### config.mk
export PLATFORM = sky130hd
export DESIGN_NAME = dmem_responder
export DESIGN_NICKNAME = d
export VERILOG_FILES = /design/src/rtl/dmem_pkg.sv /design/src/rtl/word_ram.sv /design/src/rtl/dmem_responder.sv
export SDC_FILE = /design/constraint.sdc
export NUM_CORES = 2
export LEC_CHECK = 0
export CAP_MARGIN = 20
export CORE_MARGIN = 4
export CORE_UTILIZATION = 40
export CTS_CLUSTER_SIZE = 20
export DETAILED_ROUTE_END_ITERATION = 8
export PLACE_DENSITY = 0.53
export SYNTH_ARGS = -nofsm -noshare
export SYNTH_HDL_FRONTEND = slang
export SYNTH_HIERARCHICAL = 1
export SYNTH_SLANG_ARGS = --single-unit
### constraint.sdc
create_clock -name clock -period 14.55 [get_ports clock]
set_input_delay 2.1825 -clock clock [delete_from_list [all_inputs] [get_ports clock]]
set_output_delay 2.1825 -clock clock [all_outputs]
set_load 0.05 [all_outputs]
### src/rtl/dmem_pkg.sv
// Shared types and sizing helpers for the data-memory responder.
// Holds the FSM state encoding, word size and counter-width arithmetic.
package dmem_pkg;

  typedef enum logic [1:0] {
    IDLE = 2'd0,
    BUSY = 2'd1,
    RESP = 2'd2
  } state_t;

  localparam int WORD_BYTES = 4;

  function automatic int clog2(input int value);
    int r;
    r = 0;
    while ((1 << r) < value) r++;
    return r;
  endfunction

  // Counter holds latency-1, so clog2(max latency) bits suffice; never below 1 bit.
  function automatic int cnt_width(input int lat_a, input int lat_b);
    int m;
    int w;
    m = (lat_a > lat_b) ? lat_a : lat_b;
    w = clog2(m);
    return (w < 1) ? 1 : w;
  endfunction

endpackage

### src/rtl/word_ram.sv
// Single-port-style word store: synchronous write, registered synchronous read, no reset.
// Read data appears the cycle after re is sampled and holds until the next read.
module word_ram #(
  parameter int DEPTH = 64,
  parameter int AW    = 6
) (
  input  logic          clock,
  input  logic          we,
  input  logic [AW-1:0] waddr,
  input  logic [31:0]   wdata,
  input  logic          re,
  input  logic [AW-1:0] raddr,
  output logic [31:0]   rdata
);

  logic [31:0] mem [DEPTH];

  always_ff @(posedge clock) begin
    if (we) mem[waddr] <= wdata;
    if (re) rdata <= mem[raddr];
  end

endmodule

### src/rtl/dmem_responder.sv
// Fixed-latency data-memory responder for the core's load/store port; response in cycle T+L+1.
// One request at a time: req_ready only in IDLE, stall holds the core until the RESP cycle.
module dmem_responder
  import dmem_pkg::*;
#(
  parameter int          DEPTH_WORDS   = 64,
  parameter logic [31:0] ADDR_BASE     = 32'h0000_0000,
  parameter int          READ_LATENCY  = 2,
  parameter int          WRITE_LATENCY = 1
) (
  input  logic        clock,
  input  logic        reset,
  input  logic        req_valid,
  input  logic        req_we,
  input  logic [31:0] req_addr,
  input  logic [31:0] req_wdata,
  output logic        req_ready,
  output logic        rsp_valid,
  output logic [31:0] rsp_rdata,
  output logic        rsp_err,
  output logic        stall
);

  localparam int          IDX_W   = clog2(DEPTH_WORDS);
  localparam int          CW      = cnt_width(READ_LATENCY, WRITE_LATENCY);
  localparam logic [31:0] SPAN    = 32'(WORD_BYTES * DEPTH_WORDS);
  localparam logic [CW-1:0] RD_LOAD = CW'(READ_LATENCY - 1);
  localparam logic [CW-1:0] WR_LOAD = CW'(WRITE_LATENCY - 1);

  state_t            state;
  logic [CW-1:0]     cnt;
  logic              lat_we;
  logic              lat_fault;
  logic [IDX_W-1:0]  lat_idx;
  logic [31:0]       lat_wdata;

  logic [31:0]       offset;
  logic              req_fault;
  logic [IDX_W-1:0]  req_idx;
  logic              accept;
  logic              commit;
  logic              ram_we;
  logic              ram_re;
  logic [31:0]       ram_rdata;

  // Offset wraps modulo 2^32, so addresses below the base land far out of range.
  assign offset    = req_addr - ADDR_BASE;
  assign req_fault = (req_addr[1:0] != 2'b00) || (offset >= SPAN);
  assign req_idx   = offset[IDX_W+1:2];

  assign accept = (state == IDLE) && req_valid;
  assign commit = (state == BUSY) && (cnt == '0);

  // Load data is fetched at acceptance so it is stable throughout BUSY, even for latency 1.
  assign ram_re = accept && !req_we && !reset;
  assign ram_we = commit && lat_we && !lat_fault && !reset;

  assign req_ready = (state == IDLE);
  assign stall     = accept || (state == BUSY);

  word_ram #(
    .DEPTH (DEPTH_WORDS),
    .AW    (IDX_W)
  ) u_ram (
    .clock (clock),
    .we    (ram_we),
    .waddr (lat_idx),
    .wdata (lat_wdata),
    .re    (ram_re),
    .raddr (req_idx),
    .rdata (ram_rdata)
  );

  always_ff @(posedge clock) begin
    if (reset) begin
      state     <= IDLE;
      cnt       <= '0;
      rsp_valid <= 1'b0;
      rsp_rdata <= '0;
      rsp_err   <= 1'b0;
      lat_we    <= 1'b0;
      lat_fault <= 1'b0;
      lat_idx   <= '0;
      lat_wdata <= '0;
    end else begin
      case (state)
        IDLE: begin
          rsp_valid <= 1'b0;
          if (req_valid) begin
            lat_we    <= req_we;
            lat_fault <= req_fault;
            lat_idx   <= req_idx;
            lat_wdata <= req_wdata;
            cnt       <= req_we ? WR_LOAD : RD_LOAD;
            state     <= BUSY;
          end
        end
        BUSY: begin
          if (cnt != '0) begin
            cnt <= cnt - CW'(1);
          end else begin
            state     <= RESP;
            rsp_valid <= 1'b1;
            rsp_err   <= lat_fault;
            if (!lat_we) rsp_rdata <= lat_fault ? 32'h0 : ram_rdata;
          end
        end
        RESP: begin
          rsp_valid <= 1'b0;
          state     <= IDLE;
        end
        default: begin
          rsp_valid <= 1'b0;
          state     <= IDLE;
        end
      endcase
    end
  end

endmodule

==> reports/qor.yml <==
clock_skew_ns: 0.0315
dp_slack_ns: 7.70
grt_max_degree: 123
drt_iter0_drc: 4553
route.detailed.drc: 0
drtPass1Iterations: 5
drive_gt1_share_pct: 26.3
ant_nets: 0
syn_area_um2: 81800
yosys_most_used_dff: "edfxtp_1"
p_sw_mw: 2.78
worstMarginPinSlew_ns: 1.13
period_share_pct: 41.0
period_minus_slack_ns: 5.96
wl_per_cell_um: 34.7
required_ns: 15.11
die-area_um2: 212000
viasPerCell: 5.87
synthMuxAreaShare_pct: 16.1
worstSetupStartpointType: "input pin"
hold_buffers: 0
grt_pass1_wl_um: 326000
max_freq_mhz: 168
fin_tns_setup_ns: 0
hp-class: "reg2reg"
layoutNonFillerInstCount: 6781
clk_path_buf_depth: 3
cts.sinks: 2157
ys_ff_latch: 2157
grt.total_usage_pct: 22.2
first_global_vias: 40000
cts_root_buffer: "clkbuf_16"
synthToLayoutAreaGrowth_pct: 14.3
seqCellArea_um2: 64100
placed_cells: 6379
clk_pin_slew_worst_paths_ns: 0.06
post_cts_resized: 0
drv_cap: 0
synthDistinctLibCells: 42
crit_fanout: 97
n_fill_cell: 16800
p_seq_share_pct: 53.7
setup_violations: 0
cp-end-kind: "register"
slew_headroom_pct: 24.7
antenna_found_initial: 15
seq_area_frac_synth_pct: 78.2
fp.dieH_um: 460
path_cells: "buf_8 > buf_4 > buf_12 > buf_4 > mux4_2 > mux4_2 > o22ai_1 > nor2_1"
h-tree-depth: 4
p_int_mw: 10.1
chipWidth_um: 460
place.port_buffers: 103
finalNetCount: 3994
fp.coreArea_um2: 203000
p_leak_nw: 28.0
cts_setup_buffers: 0
slowest_stage: "buf_12"
overflow: 0
yosys_warnings: 6
synthArstFlopShare_pct: 0
initial_utilization_pct: 40.3
swShare_pct: 21.7
synth_edf_count: 2080
critPathKind: "in2reg"
io_pins: 104
cts-buffers-inserted: 217
clock_latency_ns: 0.85
syn-num-nets: 3745
irDropWorstVdd_mv: 0.0857
synth_xor_area_share_pct: 0
yosys.area_share.simple_pct: 2.28
clkPwrFrac_pct: 41.4
netlist_instances: 3677
status: "finished clean"
multi_input_area_um2: 17300
worst-path-buf-inv: 4
synth_compound_area_share_pct: 2.06
tritoncts: "done"
hold_viol_final: 0
slowest_delay_ns: 0.68
crit_arrival_ns: 6.52
place_hpwl_um: 126000
vias: 39800
synth_top_family_by_area: "multiplexers"
gp_congestion: 0.769
path_delay_family: "buffers and inverters"
slew_violations: 0
pwr-share-comb_pct: 4.9
drt_wl_total_um: 235000
rows: 165
grt_setup_unrepaired: "no"
syn_area_per_cell_um2: 22.2
synthAdderAreaFrac_pct: 0
worst_slack_ns: 8.59
p_per_area_nw_per_um2: 137
-- flip-flops by register name, summed over array words and instances, names as in the netlist, 2 cells and up --
signal / cells
lat_idx: 6
lat_wdata: 32
rsp_rdata: 32
state: 2
u_ram/mem: 2048
u_ram/rdata: 32
-- cells in the final DEF, fill, tap and decap left out, types with 4 or more instances in the layout --
cell type / synthesis / final
edfxtp_1: 2080 / 2080
mux4_2: 544 / 544
clkbuf_16: 0 / 221
nand2_1: 137 / 137
buf_4: 25 / 137
a21oi_1: 133 / 133
clkdlybuf4s50_1: 0 / 97
mux2i_1: 95 / 95
o22ai_1: 84 / 84
nor2_1: 144 / 82
clkbuf_1: 93 / 62
nor2_4: 0 / 62
clkinv_1: 0 / 51
dfxtp_1: 77 / 45
nand3b_1: 37 / 37
clkinv_2: 0 / 29
o221ai_1: 27 / 27
dfxtp_2: 0 / 23
nor2b_1: 16 / 16
bufinv_16: 0 / 12
a22oi_1: 12 / 12
diode_2: 0 / 9
a311oi_1: 9 / 9
dfxtp_4: 0 / 9
nand2b_1: 9 / 7
nor3_1: 8 / 6
nor4_1: 7 / 6
clkinvlp_4: 0 / 5
nand3_1: 5 / 5
or3b_2: 4 / 4
clkinv_8: 0 / 4
inv_6: 0 / 4
and3_1: 4 / 4
a41o_1: 4 / 4
o32ai_1: 4 / 4
-- per-layer routing --
metal | share of wire [%] | global-route usage, % | vias up
li1 | - | - | 16000
met1 | 41 | 30.7 | 22000
met2 | 49 | 36.5 | 1550
met3 | 7.0 | 3.68 | 286
met4 | 2.7 | 6.25 | 2
met5 | 0.0055 | 0 | -
-- synthesized netlist by cell type, types with 9 or more instances --
cell type | number | area (um^2)
a21oi_1 | 133 | 666
a22oi_1 | 12 | 90.1
a311oi_1 | 9 | 78.8
buf_1 | 21 | 78.8
buf_2 | 63 | 315
buf_4 | 25 | 188
buf_6 | 10 | 113
clkbuf_1 | 93 | 349
dfxtp_1 | 77 | 1540
edfxtp_1 | 2080 | 62500
mux2i_1 | 95 | 951
mux4_2 | 544 | 12300
nand2_1 | 137 | 514
nand2b_1 | 9 | 56.3
nand3b_1 | 37 | 278
nor2_1 | 144 | 541
nor2b_1 | 16 | 100
o221ai_1 | 27 | 236
o22ai_1 | 84 | 526
-- area by class of cell --
class                   instances  area share, %
well taps                    2672           3.58
diodes                          9         0.0241
clock buffers                 284           6.18
multi-input cells            1308           18.4
repair buffers                242           2.27
flip-flops and latches       2157           68.5
clock inverters               109          0.999
-- metrics by stage --
step	area (um^2)	util [%]	power (mW)	hold slack, ns
3_3_place_gp	86800	42.8	7.66	0.441
4_1_cts	93500	46.1	13.0	0.455
6_report	93500	46.1	12.8	0.452
3_5_place_dp	86800	42.8	7.67	0.448
5_1_grt	93500	46.1	13.3	0.466
2_1_floorplan	81800	-	7.37	0.435
-- power groups by stage --
stage,combinational [mW],clock [mW],sequential (mW)
after floorplan,0.328,0,7.04
after global placement,0.639,0,7.03
after detailed placement,0.642,0,7.03
after CTS,0.643,5.43,6.90
after global routing,0.665,5.70,6.89
final,0.632,5.32,6.89
-- worst paths after layout --
kind / slack [ns] / startpoint / cells after the start / endpoint
max: 8.59 / req_addr[2] / 8 / u_ram/rdata[21]$_DFFE_PP_
min: 0.45 / rsp_rdata[29]$_SDFFE_PP0P_ / 2 / rsp_rdata[29]$_SDFFE_PP0P_
min reg2reg: 0.45 / rsp_rdata[29]$_SDFFE_PP0P_ / 2 / rsp_rdata[29]$_SDFFE_PP0P_
max reg2reg: 10.15 / state[0]$_SDFFE_PP0P_ / 7 / u_ram/mem[62][31]$_DFFE_PP_
-- worst reg2reg max path, delay by kind of cell, from the launching register on --
family | cells | cell delay [ns]
buffers and inverters | 2 | 0.83
DFF | 1 | 0.52
and+or+nand+nor | 5 | 2.63
-- kinds of logic after synthesis --
kind of cell,count (synthesis)
DFF,2157
and+or+nand+nor,394
buffers and inverters,212
muxes,639
AOI/OAI and AO/OA,275
No activity file was read; power rests on OpenSTA's default activity.
